**config.mk**
```make
export PLATFORM = sky130hd
export DESIGN_NAME = tug_rope_ctrl
export DESIGN_NICKNAME = d
export VERILOG_FILES = /design/src/rtl/tug_rope_ctrl.sv
export SDC_FILE = /design/constraint.sdc
export NUM_CORES = 1
export LEC_CHECK = 0
export CAP_MARGIN = 10
export CELL_PAD_IN_SITES_DETAIL_PLACEMENT = 1
export CELL_PAD_IN_SITES_GLOBAL_PLACEMENT = 1
export CORE_MARGIN = 4
export CORE_UTILIZATION = 38
export DETAILED_ROUTE_END_ITERATION = 10
export HOLD_SLACK_MARGIN = 0.1
export PLACE_DENSITY = 0.87
export SLEW_MARGIN = 20
export SYNTH_ARGS = -nofsm -noshare
export SYNTH_HDL_FRONTEND = slang
export SYNTH_SLANG_ARGS = --single-unit
```
**constraint.sdc**
```tcl
create_clock -name clk -period 2.4 [get_ports clk]
set_input_delay 0.48 -clock clk [delete_from_list [all_inputs] [get_ports clk]]
set_output_delay 0.48 -clock clk [all_outputs]
set_load 0.02 [all_outputs]
```
**src/rtl/tug_rope_ctrl.sv**
```systemverilog
// tug_rope_ctrl: tug-of-war game controller behind the push-button latch
// Ports:
//   clk                    system clock, rising edge
//   rst                    asynchronous active-low reset
//   push, tie, right       latch flags (any press / both pressed / right first)
//   new_game               level; recentres the rope and re-arms the latch
//   clear                  registered latch re-arm, high in CLEAR and WIN
//   leds[NLEDS-1:0]        one-hot rope position, bit 0 is the left end
//   win_l, win_r           high while the game is won by that player
//   score_l, score_r       saturating 4-bit win counters
// Optional macro TUG_BLINK_EN: blink the end LED while in WIN.
module tug_rope_ctrl #(
    parameter int NLEDS      = 9,
    parameter int SETTLE_CYC = 4,
    parameter int BLINK_LOG2 = 3
) (
    input  logic             clk,
    input  logic             rst,
    input  logic             push,
    input  logic             tie,
    input  logic             right,
    input  logic             new_game,
    output logic             clear,
    output logic [NLEDS-1:0] leds,
    output logic             win_l,
    output logic             win_r,
    output logic [3:0]       score_l,
    output logic [3:0]       score_r
);
    localparam int PW = $clog2(NLEDS);
    localparam int CW = SETTLE_CYC > 1 ? $clog2(SETTLE_CYC) : 1;
    localparam logic [PW-1:0] CPOS  = PW'((NLEDS - 1) / 2);
    localparam logic [PW-1:0] LAST  = PW'(NLEDS - 1);
    localparam logic [CW-1:0] CLAST = CW'(SETTLE_CYC - 1);

    typedef enum logic [1:0] {IDLE, SETTLE, CLEAR, WIN} state_t;

    state_t          state;
    logic [PW-1:0]   pos;
    logic [PW-1:0]   nxt;
    logic [CW-1:0]   cnt;
    logic [NLEDS-1:0] onehot;

    always_comb nxt = tie ? pos : (right ? pos + 1'b1 : pos - 1'b1);
    assign onehot = NLEDS'(1) << pos;

    always_ff @(posedge clk or negedge rst) begin
        if (!rst) begin
            state   <= IDLE;
            pos     <= CPOS;
            cnt     <= '0;
            clear   <= 1'b0;
            win_l   <= 1'b0;
            win_r   <= 1'b0;
            score_l <= '0;
            score_r <= '0;
        end else if (new_game) begin
            state <= CLEAR;
            pos   <= CPOS;
            cnt   <= '0;
            clear <= 1'b1;
            win_l <= 1'b0;
            win_r <= 1'b0;
        end else begin
            case (state)
                IDLE: if (push) begin
                    state <= SETTLE;
                    cnt   <= '0;
                end
                SETTLE: if (cnt == CLAST) begin
                    // push may have dropped meanwhile; the decision uses only tie/right now
                    pos   <= nxt;
                    cnt   <= '0;
                    clear <= 1'b1;
                    if (nxt == LAST) begin
                        state   <= WIN;
                        win_r   <= 1'b1;
                        score_r <= score_r + {3'b0, score_r != 4'hf};
                    end else if (nxt == '0) begin
                        state   <= WIN;
                        win_l   <= 1'b1;
                        score_l <= score_l + {3'b0, score_l != 4'hf};
                    end else begin
                        state <= CLEAR;
                    end
                end else begin
                    cnt <= cnt + 1'b1;
                end
                CLEAR: if (!push) begin
                    state <= IDLE;
                    clear <= 1'b0;
                end
                WIN: ;
                default: state <= IDLE;
            endcase
        end
    end

`ifdef TUG_BLINK_EN
    // held at 0 outside WIN, so it starts from 0 on every WIN entry
    logic [BLINK_LOG2:0] blink;

    always_ff @(posedge clk or negedge rst) begin
        if (!rst) blink <= '0;
        else blink <= (state == WIN) ? blink + 1'b1 : '0;
    end

    assign leds = (state == WIN && blink[BLINK_LOG2]) ? '0 : onehot;
`else
    assign leds = onehot;
`endif
endmodule

```
==> metrics.log, run 1 <==
INFO  metric run_status = finished clean
INFO  metric fillerInstances = 343
INFO  metric synth_ff_type = sky130_fd_sc_hd__dfrtp_1
INFO  metric clkSinkCount = 19
INFO  metric diodes = 0
INFO  metric ir_drop = 0.193 mV
INFO  metric hpwl = 2530 um
INFO  metric worst_path_dominant_cell_family = buffers and inverters
INFO  metric timing.critical_path.arrival = 1.83 ns
INFO  metric postLayoutCellArea = 1680 um^2
INFO  metric synth.area.mux_share = 4.33%
INFO  metric synth_top_family_by_area = simple AND/OR/NAND/NOR gates
INFO  metric design.die.area = 4170 um^2
INFO  metric drt_first_iter_violations = 27
INFO  metric fp.dieH = ~65 um
INFO  metric portBuffers = 25
INFO  metric fin_worst_skew = 0.00564 ns
INFO  metric worst-path-max-fanout = 8
INFO  metric vias = 1091
INFO  metric final_nets = ~170
INFO  metric synth.lib_cells_used.distinct = 43
INFO  metric design_power = 575 uW
INFO  metric synthArstFlopShare = 100%
INFO  metric cts.htree.levels = 1
INFO  metric ys_seq_elements = 19
INFO  metric slew_headroom = 76.5%
INFO  metric place_area = 1620 um^2
INFO  metric synth_fp_nets = 132
INFO  metric critPathMaxStageDelay = 0.63 ns
INFO  metric min-delay-path-class = input port to asynchronous set/reset pin
INFO  metric rows = 20
INFO  metric leakage = approximately 0.00077 uW
INFO  metric adder_cell_share_of_the_synthesized_area = 8.86%
INFO  metric drtAntennaViolNets = 0
INFO  metric synth-simple-area-share = 23.4%
INFO  metric dp_cells = 199
INFO  metric worst_setup_path_start_kind = register
INFO  metric drv.max_cap_violation_count = 0
INFO  metric clk_transition_reported_paths = ~0.11 ns
INFO  metric worst_pin_slew = 0.352 ns
INFO  metric synth.avg_cell_area = 10.3 um^2
INFO  metric multi_input_comb_area = 739 um^2
INFO  metric power-per-cell-area = 342 nW/um^2
INFO  metric setup.worst_path.class = register to output port
INFO  metric final_core_util = between 50% and 60%
INFO  metric initial_core_utilization = 39.8%
INFO  metric fin_crit_sh = about 96%
INFO  metric die-width = 64.5 um
INFO  metric final_layout_size_suffix_gt1_share = 24.5%
INFO  metric finalNonFillerCells = 203
INFO  metric timing_hold_violations_final = 0
INFO  metric synth_xor_area_share = between 5 and 6%
INFO  metric share_of_the_synthesized_area_in_compound_gates_ao_oa_aoi_oai = between 15 and 20%
INFO  metric layout-area-overhead-vs-synth = 38.5%
INFO  metric clock_buffers_created_by_tritoncts = 3
INFO  metric global_route.usage.total = 16.9%
INFO  metric max_clock_freq = about 430 MHz
INFO  metric grt_max_degree = 20
INFO  metric syn_inst = about 120
INFO  metric netlist_area_before_placement = 1210 um^2
INFO  metric post-cts-setup-buffer-count = 0
INFO  metric place_ws = -0.438 ns
INFO  metric finalCriticalPeriod = approximately 2.3 ns
INFO  metric grt_first_pass_wirelength = 5570 um
INFO  metric first_global_vias = 1195
INFO  metric ioPinCount = 26
INFO  metric drt-wirelength-per-cell = around 16 um
INFO  metric drc_errors = 0
INFO  metric clock_tree.buffer_depth = 2
INFO  metric worstSkewPairLatency = 0.30 ns
INFO  metric overflow = 0
INFO  metric cts_tree = yes
INFO  metric end_kind = output port
INFO  metric critPathBufInv = 1
INFO  metric rsz0062_at_grt = false
INFO  metric timing.critical_path.cells = or2b_1 -> nor3_1 -> clkdlybuf4s50_1
INFO  metric finalSetupViolCount = 0
INFO  metric yosysWarningCount = 0
INFO  metric coreArea = slightly above 3000 um^2
INFO  metric gp_routability_congestion = 0.854
INFO  metric detail_route.wirelength = 3280 um
INFO  metric cp.required = 1.92 ns
INFO  metric post-route-worst-setup-slack = between 0.09 and 0.1 ns
INFO  metric critPathSlowestCell = sky130_fd_sc_hd__clkdlybuf4s50_1
INFO  metric synth-seq-area-share = 39.2%
INFO  metric number_of_antenna_violations_at_the_first_check_in_global_routing = 0
INFO  metric drt_pass1_iterations = 4
INFO  metric clk_root_buffer_cell = sky130_fd_sc_hd__clkbuf_4
INFO  metric post_drt_via_cell_ratio = 5.37
INFO  metric synth_enable_flop_cells = 0
INFO  metric reg_area = ~480 um^2
INFO  metric final-max-slew-violation-count = 0
cell families after synthesis:
| kind of cell | count (synthesis) |
|---|---|
| XOR/XNOR | 7 |
| AND/OR/NAND/NOR | 46 |
| adder cells (fa/ha/maj) | 8 |
| flip-flops | 19 |
| buffers and inverters | 7 |
| AO/OA/AOI/OAI | 27 |
| multiplexers | 4 |
worst paths after layout:
check / start / to / slack (ns) / depth (start not counted)
min reg2reg: score_r[3] / score_r[3] / 0.52 / 1
max in group asynchronous: rst / pos[2] / 1.63 / 2
max reg2reg: pos[1] / score_r[0] / 0.18 / 6
max: pos[0] / leds[1] / 0.09 / 3
min: rst / score_l[2] / 0.50 / 2
min in group clk: score_r[3] / score_r[3] / 0.52 / 1
per-stage QoR:
step / hold WS (ns) / TNS, ns
after global routing: 0.514 / 0
after detailed placement: 0.494 / -3.65
final: 0.504 / 0
after CTS: 0.511 / 0
after global placement: 0.497 / -2.69
after floorplan: 0.184 / 0
cell usage in the layout (no fill, tap or decap), drive strengths merged:
master         instances
a211o                  1
a211oi                 2
a21oi                  6
a32oi                  2
and3                   2
and4bb                 1
buf                   15
clkbuf                 4
clkdlybuf4s50         20
dfrtp                 18
dfstp                  1
dlygate4sd2            2
dlymetal6s2s           3
fa                     1
ha                     7
inv                    4
mux2                   4
nand2                  4
nand2b                 4
nand3                  2
nand3b                 1
nand4                  5
nor2                  14
nor2b                  1
nor3                   5
nor3b                  1
nor4                   1
nor4b                  3
o2111ai                2
o211ai                 3
o21ai                  9
o21bai                 2
or2                    1
or2b                   1
xnor2                  6
xor2                   1
Yosys cell counts, types with 4 or more instances:
cell type / instances / area [um^2]
sky130_fd_sc_hd__a21oi_1: 5 / 25.0
sky130_fd_sc_hd__dfrtp_1: 18 / 450
sky130_fd_sc_hd__ha_1: 7 / 87.6
sky130_fd_sc_hd__inv_1: 4 / 15.0
sky130_fd_sc_hd__nand2_1: 4 / 15.0
sky130_fd_sc_hd__nand2b_1: 4 / 25.0
sky130_fd_sc_hd__nand4_1: 5 / 31.3
sky130_fd_sc_hd__nor2_1: 13 / 48.8
sky130_fd_sc_hd__nor3_1: 5 / 25.0
sky130_fd_sc_hd__o21ai_0: 6 / 30.0
sky130_fd_sc_hd__xnor2_1: 5 / 43.8
registers in the layout, summed over array words and instances, names as in the netlist:
name / flops
win_l: 1
win_r: 1
clear: 1
state: 2
pos: 4
score_l: 4
cnt: 2
score_r: 4
cell type report:
cell class,count,area share (%)
Tap cell,44,3.27
Clock buffer,4,1.56
Sequential cell,19,28.5
Inverter,4,0.892
Multi-Input combinational cell,92,43.9
Timing Repair Buffer,40,21.9
routing by layer:
metal	vias up	wire length, um	global-route usage (%)
li1	517	-	-
met1	539	1360	19.5
met2	27	1710	29.9
met3	8	129	3.29
met4	0	76	7.65
met5	-	0	0
report_power, final:
part           total (uW)  switching, uW  internal [uW]
registers             332           6.53            326
clock network         167            102           64.7
logic                76.1           41.0           35.1
total                 575            150            425
what timing repair did:
| item | 4_1_cts | 5_1_grt |
|---|---|---|
| pin swaps | 7 | 0 |
| hold buffers | 0 | 0 |
| setup endpoints to repair | 9 | 10 |
| resized for setup | 8 | 5 |
No activity file was read; power rests on OpenSTA's default activity.
==> run 2: changes to the inputs <==
--- a/config.mk
+++ b/config.mk
@@ -10,6 +10,7 @@
 export CELL_PAD_IN_SITES_GLOBAL_PLACEMENT = 1
 export CORE_MARGIN = 4
 export CORE_UTILIZATION = 38
+export CTS_BUF_LIST = sky130_fd_sc_hd__clkbuf_8 sky130_fd_sc_hd__clkbuf_16
 export DETAILED_ROUTE_END_ITERATION = 10
 export HOLD_SLACK_MARGIN = 0.1
 export PLACE_DENSITY = 0.87
==> run 2 against run 1 <==
Net effect:
- maximum frequency fell by 0.84%
- core utilization rose by 0.94 points
- wire length rose by 9.9%
- setup slack got worse by 0.019 ns
- global-route usage rose by 1.5 points
- power rose by 10%
- combinational power rose by 4.7%
- critical path depth did not move
- flip-flop and latch count did not move
- critical path type unchanged
- largest cell class unchanged
==> metrics.log, run 2 (synthesis results as in run 1) <==
INFO  metric hold-path-cell-count = 1
INFO  metric gp_routability_congestion = 0.854
INFO  metric initial_core_utilization = 39.8%
INFO  metric drt_pass1_iterations = 4
INFO  metric clock_buffers_created_by_tritoncts = 3
INFO  metric coreArea = roughly 3100 um^2
INFO  metric critPathSlowestCell = sky130_fd_sc_hd__clkdlybuf4s50_1
INFO  metric number_of_antenna_violations_at_the_first_check_in_global_routing = 0
INFO  metric postLayoutCellArea = between 1500 and 2000 um^2
INFO  metric setup.worst_path.class = register to output port
INFO  metric clkSinkCount = 19
INFO  metric finalSetupViolCount = 0
INFO  metric timing.hold.ws = 0.514 ns
INFO  metric critPathMaxStageDelay = roughly 0.65 ns
INFO  metric post_drt_via_cell_ratio = 5.39
INFO  metric post-route-worst-setup-slack = 0.0744 ns
INFO  metric min-delay-start = score_r[3]
INFO  metric reg2reg_depth = 6
INFO  metric global_route.usage.total = a little under a fifth
INFO  metric clk_transition_reported_paths = 0.07 ns
INFO  metric grt_max_degree = 20
INFO  metric final.setup.tns = 0 ns
INFO  metric final-max-slew-violation-count = 0
INFO  metric timing_hold_violations_final = 0
INFO  metric worst_pin_slew = approximately 0.34 ns
INFO  metric cts.htree.levels = 1
INFO  metric register_to_register_setup_slack = about 0.12 ns
INFO  metric critPathBufInv = 2
INFO  metric design.die.area = around 4200 um^2
INFO  metric max_clock_freq = approximately 430 MHz
INFO  metric drtAntennaViolNets = 0
INFO  metric cp.required = 1.92 ns
INFO  metric final_layout_size_suffix_gt1_share = 25.3%
INFO  metric r2r_start = pos[1]
INFO  metric leakage = 0.000756 uW
INFO  metric first_global_vias = 1253
INFO  metric fp.dieH = 64.5 um
INFO  metric drv.max_cap_violation_count = 0
INFO  metric whs_endpoint = score_r[3]
INFO  metric drt-wirelength-per-cell = 17.5 um
INFO  metric worst_setup_path_start_kind = register
INFO  metric run_status = finished clean
INFO  metric detail_route.wirelength = 3600 um
INFO  metric drc_errors = 0
INFO  metric layout.cells.most_common = sky130_fd_sc_hd__clkdlybuf4s50_1
INFO  metric overflow = 0
INFO  metric postCtsHoldBufs = 0
INFO  metric vias = 1110
INFO  metric rows = 20
INFO  metric final_cell_mix = sky130_fd_sc_hd__clkdlybuf4s50_1, sky130_fd_sc_hd__buf_4, sky130_fd_sc_hd__dfrtp_1
INFO  metric rsz0062_at_grt = false
INFO  metric die-width = 64.5 um
INFO  metric portBuffers = 25
INFO  metric layout-area-overhead-vs-synth = 40.9%
INFO  metric finalCriticalPeriod = 2.33 ns
INFO  metric place_ws = -0.438 ns
INFO  metric worst_path_dominant_cell_family = buffers and inverters
INFO  metric cts_tree = yes
INFO  metric diodes = 0
INFO  metric worstSkewPairLatency = between 0.2 and 0.3 ns
INFO  metric drt_first_iter_violations = 43
INFO  metric hpwl = 2530 um
INFO  metric multi_input_comb_area = 729 um^2
INFO  metric fillerInstances = 351
INFO  metric slew_headroom = about 77%
INFO  metric final_nets = 177
INFO  metric place_area = 1620 um^2
INFO  metric min-delay-path-class = register to register
INFO  metric power-per-cell-area = 370 nW/um^2
INFO  metric ir_drop = 0.260 mV
INFO  metric end_kind = output port
INFO  metric clock_tree.buffer_depth = 2
INFO  metric reg_area = 478 um^2
INFO  metric fin_crit_sh = between 90% and 100%
INFO  metric timing.critical_path.cells = buf_4 -> nor4b_1 -> clkdlybuf4s50_1
INFO  metric worst-path-max-fanout = 8
INFO  metric clk_root_buffer_cell = sky130_fd_sc_hd__clkbuf_8
INFO  metric top_registers = pos (4), score_l (4), score_r (4)
INFO  metric timing.critical_path.arrival = 1.85 ns
INFO  metric fin_worst_skew = 0.00249 ns
INFO  metric ioPinCount = 26
INFO  metric grt_first_pass_wirelength = approximately 6000 um
INFO  metric reg2reg_to = score_r[0]
run 2: cell types whose count changed in the layout (fill, tap and decap cells not counted), sizes merged:
| cell | before | now |
|---|---|---|
| buf | 15 | 18 |
| clkbuf | 4 | 3 |
| clkdlybuf4s50 | 20 | 22 |
| dlygate4sd2 | 2 | 1 |
| dlymetal6s2s | 3 | 2 |
| inv | 4 | 5 |
run 2: layout make-up:
type / count / area share [%]
Clock inverter: 1 / 0.219
Timing Repair Buffer: 43 / 22.7
Inverter: 4 / 0.877
Sequential cell: 19 / 27.9
Clock buffer: 3 / 2.41
Tap cell: 44 / 3.22
Multi-Input combinational cell: 92 / 42.6
run 2: power breakdown:
group / internal [uW] / switching (uW) / total [uW]
Sequential: 325 / 6.51 / 332
Combinational: 36.6 / 43.1 / 79.7
Clock: 114 / 108 / 222
run 2: timing repair:
action | 4_1_cts | 5_1_grt
pin swaps | 9 | 0
gates resized for setup | 7 | 3
endpoints found under the setup margin | 9 | 8
setup buffers | 3 | 0
run 2: per-stage QoR:
stage	utilization, %	instances	power (uW)
6_report	56.1	206	634
5_1_grt	56.1	206	658
3_5_place_dp	53.0	199	410
4_1_cts	55.9	206	634
2_1_floorplan	-	118	369
3_3_place_gp	53.0	199	405
run 2: worst max path at each step:
stage,start,end,slack (ns),cells after the start
5_1_grt,right,score_l[1],0.03,9
3_3_place_gp,right,score_r[0],-0.34,8
2_1_floorplan,right,score_r[0],0.20,7
4_1_cts,pos[1],leds[4],0.01,4
6_report,pos[1],leds[8],0.07,3
3_5_place_dp,right,score_r[1],-0.44,9
run 2: per-layer routing:
metal,GRT usage (%),share of wire (%),vias up
met5,0,0,-
met4,5.54,1.4,0
met3,3.99,4.0,10
met2,35.3,55,32
met1,19.9,39,544
li1,-,-,524
run 2: worst reg2reg max path, cell delays in order (launching register included):
cell	delay, ns
sky130_fd_sc_hd__dfrtp_1	0.46
sky130_fd_sc_hd__fa_2	0.65
sky130_fd_sc_hd__and4bb_1	0.23
sky130_fd_sc_hd__nand4_1	0.12
sky130_fd_sc_hd__nand2_1	0.10
sky130_fd_sc_hd__o211ai_2	0.28
sky130_fd_sc_hd__mux2_4	0.32
==> run 3: changes to the inputs <==
--- a/config.mk
+++ b/config.mk
@@ -11,6 +11,7 @@
 export CORE_MARGIN = 4
 export CORE_UTILIZATION = 38
 export CTS_BUF_LIST = sky130_fd_sc_hd__clkbuf_8 sky130_fd_sc_hd__clkbuf_16
+export CTS_CLUSTER_SIZE = 20
 export DETAILED_ROUTE_END_ITERATION = 10
 export HOLD_SLACK_MARGIN = 0.1
 export PLACE_DENSITY = 0.87
==> results of run 3 <==
No change in the layout: final DEF, timing and power equal those of run 2.
